===== src/rtl/interconnect_link_buffer_if.sv =====
// Ready/valid message channel for interconnect_link_buffer.
// The slave modport is the buffer side; the master modport drives messages in and accepts them out.
interface interconnect_link_buffer_if #(
  parameter int WIDTH = 128
);
  logic [WIDTH-1:0] in_data;
  logic             in_valid;
  logic             in_ready;
  logic [WIDTH-1:0] out_data;
  logic             out_valid;
  logic             out_ready;

  modport master (
    output in_data, in_valid, out_ready,
    input  in_ready, out_data, out_valid
  );

  modport slave (
    input  in_data, in_valid, out_ready,
    output in_ready, out_data, out_valid
  );
endinterface


===== src/rtl/interconnect_link_buffer.sv =====
// In-order link hop: each message is held at least LATENCY cycles; remote status is delayed by the same LATENCY.
// Optional delivery/stall counters are enabled by defining INTERCONNECT_LINK_STATS_EN.
module interconnect_link_buffer #(
  parameter int WIDTH   = 128,
  parameter int DEPTH   = 8,
  parameter int LATENCY = 1
) (
  input  logic                   clk,
  input  logic                   reset,
  interconnect_link_buffer_if.slave link,
  input  logic                   remote_has_message_flying,
  input  logic                   remote_has_odd_clusters,
  output logic                   has_message_flying,
  output logic                   has_odd_clusters,
  output logic [$clog2(DEPTH):0] occupancy,
  output logic [31:0]            stat_msg_count,
  output logic [31:0]            stat_stall_cycles
);
  localparam int AW = $clog2(DEPTH);
  localparam int CW = AW + 1;
  localparam int GW = $clog2(LATENCY + 1);

  typedef logic [GW-1:0] age_t;
  localparam age_t AGE_MAX = age_t'(LATENCY);

  function automatic age_t age_sat_inc(input age_t a);
    return (a == AGE_MAX) ? a : a + age_t'(1);
  endfunction

  logic [WIDTH-1:0] mem_q [DEPTH];
  logic [AW-1:0]    wr_ptr_q, wr_ptr_d;
  logic [AW-1:0]    rd_ptr_q, rd_ptr_d;
  logic [CW-1:0]    count_q, count_d;
  age_t             age_q [DEPTH];
  age_t             age_d [DEPTH];
  logic [1:0]       status_q [LATENCY];
  logic             push, pop;

  // No pass-through when full: a pop in the same cycle does not reopen in_ready.
  assign link.in_ready  = reset && (count_q < CW'(DEPTH));
  assign link.out_valid = (count_q != '0) && (age_q[rd_ptr_q] == AGE_MAX);
  assign link.out_data  = mem_q[rd_ptr_q];
  assign push           = link.in_valid && link.in_ready;
  assign pop            = link.out_valid && link.out_ready;

  assign occupancy          = count_q;
  assign has_odd_clusters   = status_q[LATENCY-1][0];
  assign has_message_flying = status_q[LATENCY-1][1] | (count_q != '0) | link.in_valid;

  always_comb begin
    wr_ptr_d = wr_ptr_q;
    rd_ptr_d = rd_ptr_q;
    count_d  = count_q;
    if (push) wr_ptr_d = wr_ptr_q + AW'(1);
    if (pop)  rd_ptr_d = rd_ptr_q + AW'(1);
    case ({push, pop})
      2'b10:   count_d = count_q + CW'(1);
      2'b01:   count_d = count_q - CW'(1);
      default: count_d = count_q;
    endcase
    // An entry is occupied when its distance from the read pointer is below count.
    for (int i = 0; i < DEPTH; i++) begin
      age_d[i] = age_q[i];
      if (pop && (AW'(i) == rd_ptr_q))
        age_d[i] = '0;
      else if ({1'b0, AW'(i) - rd_ptr_q} < count_q)
        age_d[i] = age_sat_inc(age_q[i]);
      if (push && (AW'(i) == wr_ptr_q))
        age_d[i] = age_t'(1);
    end
  end

  always_ff @(posedge clk or negedge reset) begin
    if (!reset) begin
      wr_ptr_q <= '0;
      rd_ptr_q <= '0;
      count_q  <= '0;
      for (int i = 0; i < DEPTH; i++) age_q[i] <= '0;
      // Status reads "busy" until real remote status has crossed the link.
      for (int s = 0; s < LATENCY; s++) status_q[s] <= 2'b11;
    end else begin
      wr_ptr_q <= wr_ptr_d;
      rd_ptr_q <= rd_ptr_d;
      count_q  <= count_d;
      for (int i = 0; i < DEPTH; i++) age_q[i] <= age_d[i];
      status_q[0] <= {remote_has_message_flying, remote_has_odd_clusters};
      for (int s = 1; s < LATENCY; s++) status_q[s] <= status_q[s-1];
    end
  end

  always_ff @(posedge clk) begin
    if (push) mem_q[wr_ptr_q] <= link.in_data;
  end

`ifdef INTERCONNECT_LINK_STATS_EN
  logic [31:0] msg_cnt_q, stall_cnt_q;

  always_ff @(posedge clk or negedge reset) begin
    if (!reset) begin
      msg_cnt_q   <= '0;
      stall_cnt_q <= '0;
    end else begin
      if (pop) msg_cnt_q <= msg_cnt_q + 32'd1;
      if (link.out_valid && !link.out_ready) stall_cnt_q <= stall_cnt_q + 32'd1;
    end
  end

  assign stat_msg_count    = msg_cnt_q;
  assign stat_stall_cycles = stall_cnt_q;
`else
  assign stat_msg_count    = '0;
  assign stat_stall_cycles = '0;
`endif
endmodule


===== src/flat_wrapper.sv =====
// flat-port wrapper written by rule: the top's interface ports become plain ports
module interconnect_link_buffer_flat 
#(
  parameter int WIDTH   = 128,
  parameter int DEPTH   = 8,
  parameter int LATENCY = 1
)
  (clk, reset, remote_has_message_flying, remote_has_odd_clusters, has_message_flying, has_odd_clusters, occupancy, stat_msg_count, stat_stall_cycles, link_in_data, link_in_valid, link_out_ready, link_in_ready, link_out_data, link_out_valid);
  interconnect_link_buffer_if #(.WIDTH(WIDTH)) link_i ();
  input  logic clk;
  input  logic reset;
  input  logic remote_has_message_flying;
  input  logic remote_has_odd_clusters;
  output logic has_message_flying;
  output logic has_odd_clusters;
  output logic [$clog2(DEPTH):0] occupancy;
  output logic [31:0] stat_msg_count;
  output logic [31:0] stat_stall_cycles;
  input wire logic [$bits(link_i.in_data)-1:0] link_in_data;
  input wire logic [$bits(link_i.in_valid)-1:0] link_in_valid;
  input wire logic [$bits(link_i.out_ready)-1:0] link_out_ready;
  output wire logic [$bits(link_i.in_ready)-1:0] link_in_ready;
  output wire logic [$bits(link_i.out_data)-1:0] link_out_data;
  output wire logic [$bits(link_i.out_valid)-1:0] link_out_valid;
  assign link_i.in_data = link_in_data;
  assign link_i.in_valid = link_in_valid;
  assign link_i.out_ready = link_out_ready;
  assign link_in_ready = link_i.in_ready;
  assign link_out_data = link_i.out_data;
  assign link_out_valid = link_i.out_valid;
  interconnect_link_buffer #(.WIDTH(WIDTH), .DEPTH(DEPTH), .LATENCY(LATENCY)) u_core (.clk(clk), .reset(reset), .link(link_i), .remote_has_message_flying(remote_has_message_flying), .remote_has_odd_clusters(remote_has_odd_clusters), .has_message_flying(has_message_flying), .has_odd_clusters(has_odd_clusters), .occupancy(occupancy), .stat_msg_count(stat_msg_count), .stat_stall_cycles(stat_stall_cycles));
endmodule

===== config.mk =====
export PLATFORM = sky130hd
export DESIGN_NAME = interconnect_link_buffer_flat
export DESIGN_NICKNAME = d
export VERILOG_FILES = /design/src/rtl/interconnect_link_buffer_if.sv /design/src/rtl/interconnect_link_buffer.sv /design/src/flat_wrapper.sv
export SDC_FILE = /design/constraint.sdc
export NUM_CORES = 1
export LEC_CHECK = 0
export ABC_AREA = 1
export ABC_CLOCK_PERIOD_IN_PS = 17250
export BUFFER_PORTS_ARGS = -buffer_cell sky130_fd_sc_hd__buf_2
export CAP_MARGIN = 25
export CORE_AREA = 10 10 356 358
export CTS_CLUSTER_DIAMETER = 120
export DETAILED_ROUTE_END_ITERATION = 6
export DIE_AREA = 0 0 366 368
export PLACE_DENSITY = 0.48
export SLEW_MARGIN = 20
export SYNTH_ARGS = -nofsm -noshare
export SYNTH_HDL_FRONTEND = slang
export SYNTH_SLANG_ARGS = --single-unit

===== constraint.sdc =====
create_clock -name clk -period 17.25 [get_ports clk]
set_input_delay 3.45 -clock clk [delete_from_list [all_inputs] [get_ports clk]]
set_output_delay 3.45 -clock clk [all_outputs]
set_load 0.05 [all_outputs]

==> results.py <==
metrics = {
    "status": {
        "status": "complete, no violations",
    },
    "yosys": {
        "ys_ff_latch": 1044,
        "synth_cell_types": 33,
        "async_flop_share": 0.0192,
        "synth-main-ff-cell": "edfxtp_1",
        "ys_seq_area_frac": 0.751,
        "syn_inst": 3172,
        "yosys_warnings": 0,
        "syn_area_per_cell_um2": 13.1,
        "synth_edf_count": 1024,
        "syn_area_um2": 41600,
    },
    "finish": {
        "stdcell_count": 5096,
        "syn_to_final_growth_pct": 14.0,
        "n_fill_cell": 11400,
        "fin_nets": 3556,
        "drive_above_1_share": 0.139,
        "final_util": 0.398,
        "final_area_um2": 47400,
    },
    "power_and_ir_drop": {
        "powerDensity_nw_per_um2": 180,
        "leakage_nw": 16.4,
        "irDropWorstVdd_v": 0.000148,
    },
    "floorplan": {
        "initial_core_util": 0.349,
        "die_x_um": 366,
        "die_y_um": 368,
        "num_io_pins": 334,
        "coreArea_um2": 119000,
        "num_rows": 127,
        "die_area_um2": 135000,
    },
    "sta": {
        "slew_headroom": 0.214,
        "finalHoldViolations": 0,
        "max_freq_ghz": 0.117,
        "period_needed_ns": 8.55,
        "whs_ns": 0.557,
        "maxSlewViolCount": 0,
        "rsz0062_at_grt": "no",
        "period_share": 0.495,
        "setup_viol": 0,
        "max_slew.worst_pin.slew_ns": 1.18,
        "skew_ns": 0.0225,
        "finalSetupTns_ns": 0,
    },
    "clock_network": {
        "htree_levels": 3,
        "clk_pin_slew_worst_paths_ns": 0.06,
        "cts_sinks": 1044,
        "clockRootBuffer": "clkbuf_16",
        "cts_buffer_depth": 3,
        "ctsHoldBuffers": 0,
        "cts_tree": "built",
        "cts-resized-gates": 0,
        "postCtsSetupBuffers": 0,
        "cts_buffers": 112,
        "clk_latency_ns": 0.69,
    },
    "worst_setup_path": {
        "crit_arrival_ns": 5.10,
        "slowest_delay_ns": 0.84,
        "end_kind": "output pin",
        "path_class": "flop to output pin",
        "critical_path.max_fanout": 96,
        "startpoint": "u_core.rd_ptr_q[0]",
        "crit_top_cell": "buf_4",
        "crit_required_ns": 13.80,
        "cp_slowest_cell": "dfrtp_4",
        "critical_path.top_delay_family": "buffers and inverters",
        "cp_cell_sequence": "buf_4 -> buf_4 -> buf_4 -> o21ai_0 -> o22ai_1 -> nand2_1 -> nand2_1 -> buf_2",
        "path_buf_inv": 4,
        "critPathLaunchType": "flop",
        "r2r_start": "u_core.rd_ptr_q[1]",
    },
    "global_routing": {
        "antenna_found_initial": 28,
        "overflow": 0,
        "track_usage": 0.156,
        "grt_pass1_vias": 25000,
        "grt_pass1_wl_um": 163000,
        "grt_max_degree": 245,
    },
    "detailed_routing": {
        "routed_wl_um": 109000,
        "drc_errors": 0,
        "dr.pass1.iters": 5,
        "wl_per_cell_um": 21.4,
        "first_iter_violations": 1801,
        "postRouteAntennaNets": 0,
        "vias_per_cell": 4.94,
        "vias": 25200,
    },
    "placed_design": {
        "dp.cells": 4887,
        "dp_hpwl_um": 55100,
        "placed_area_um2": 43900,
        "gp_congestion": 0.715,
        "io_buffers": 269,
    },
    "worst_hold_path": {
        "holdCritPathClass": "flop to flop",
        "hold_start": "u_core.occupancy[1]",
    },
    "run": {
        "max_cap_violations": 0,
    },
}
-- flip-flops by register name, summed over array words and instances, names as in the netlist --
name	cells
u_core.age_q	8
u_core.status_q	2
u_core.wr_ptr_q	3
u_core.occupancy	4
u_core.mem_q	1024
u_core.rd_ptr_q	3
-- kinds of logic after synthesis --
group / count (synthesis) / share of synthesized area
AO/OA/AOI/OAI: 790 / 0.103
XOR/XNOR: 3 / 0.000631
adder cells (fa/ha/maj): 31 / 0.00950
buffers and inverters: 306 / 0.0441
flip-flops: 1044 / 0.751
other: 1 / 0.0000901
AND/OR/NAND/NOR: 997 / 0.0917
-- worst min-delay path, stage by stage, from the launching register on --
cell	delay (ns)
dfrtp_1	0.39
nand2_1	0.06
o21ai_0	0.07
-- Yosys cell counts, drive strengths merged (2+ instances only) --
library cell / instances / share of area
clkbuf: 111 / 0.011
nor2: 535 / 0.048
buf: 156 / 0.029
nand2: 440 / 0.040
inv: 39 / 0.0037
ha: 30 / 0.0090
o211ai: 4 / 0.00072
o21ai: 523 / 0.063
dfrtp: 18 / 0.011
nand4: 9 / 0.0015
edfxtp: 1024 / 0.74
xor2: 2 / 0.00042
nand3: 12 / 0.0017
a21oi: 7 / 0.00084
dfstp: 2 / 0.0013
o22ai: 256 / 0.038
-- placed cells by master (no fill, tap or decap), types with 5 or more instances in the layout --
master / n
a21oi_1: 7
buf_2: 269
buf_4: 35
bufinv_16: 7
clkbuf_1: 27
clkbuf_16: 113
clkinv_1: 24
clkinv_2: 20
clkinvlp_4: 5
conb_1: 64
dfrtp_1: 15
diode_2: 7
edfxtp_1: 1024
ha_1: 30
inv_1: 35
nand2_1: 435
nand3_1: 11
nand4_1: 8
nor2_1: 527
nor2_4: 8
o21ai_0: 498
o21ai_1: 25
o22ai_1: 256
-- stage by stage --
| step | power, W | worst slack [ns] |
|---|---|---|
| after global routing | 0.00905 | 8.29 |
| after floorplan | 0.00556 | 6.66 |
| final | 0.00855 | 8.70 |
| after CTS | 0.00869 | 8.67 |
| after detailed placement | 0.00639 | 9.41 |
| after global placement | 0.00639 | 9.42 |
-- area by class of cell --
type	count	area, um^2	share of cell area
Antenna cell	7	17.5	0.000369
Clock buffer	141	2940	0.0620
Clock inverter	59	487	0.0103
Inverter	39	175	0.00369
Multi-Input combinational cell	1885	8820	0.186
Sequential cell	1044	31300	0.659
Tap cell	1612	2020	0.0425
Timing Repair Buffer	309	1720	0.0362
-- worst paths after layout --
path	endpoint	slack, ns	depth (start not counted)
worst max register to register	u_core.occupancy[3]	12.92	15
worst min-delay path	u_core.occupancy[1]	0.56	2
max in group asynchronous	u_core.rd_ptr_q[2]	14.15	1
worst max-delay path	link_out_data[87]	8.70	8
min in group asynchronous	u_core.rd_ptr_q[0]	2.73	1
worst min register to register	u_core.occupancy[1]	0.56	2
-- routing by layer --
| layer | up-vias | GRT usage | share of wire | routed length, um |
|---|---|---|---|---|
| met5 | - | 0 | 0.0014 | 151 |
| met4 | 26 | 0.0484 | 0.023 | 2550 |
| met1 | 12600 | 0.204 | 0.45 | 48600 |
| met2 | 519 | 0.261 | 0.48 | 52300 |
| li1 | 11900 | - | - | - |
| met3 | 172 | 0.0316 | 0.049 | 5300 |
-- report_power, final --
| part | internal, W | switching (W) |
|---|---|---|
| sequential | 0.00291 | 0.0000841 |
| combinational | 0.000734 | 0.00254 |
| clock | 0.00130 | 0.000971 |
No activity file was read; power rests on OpenSTA's default activity.
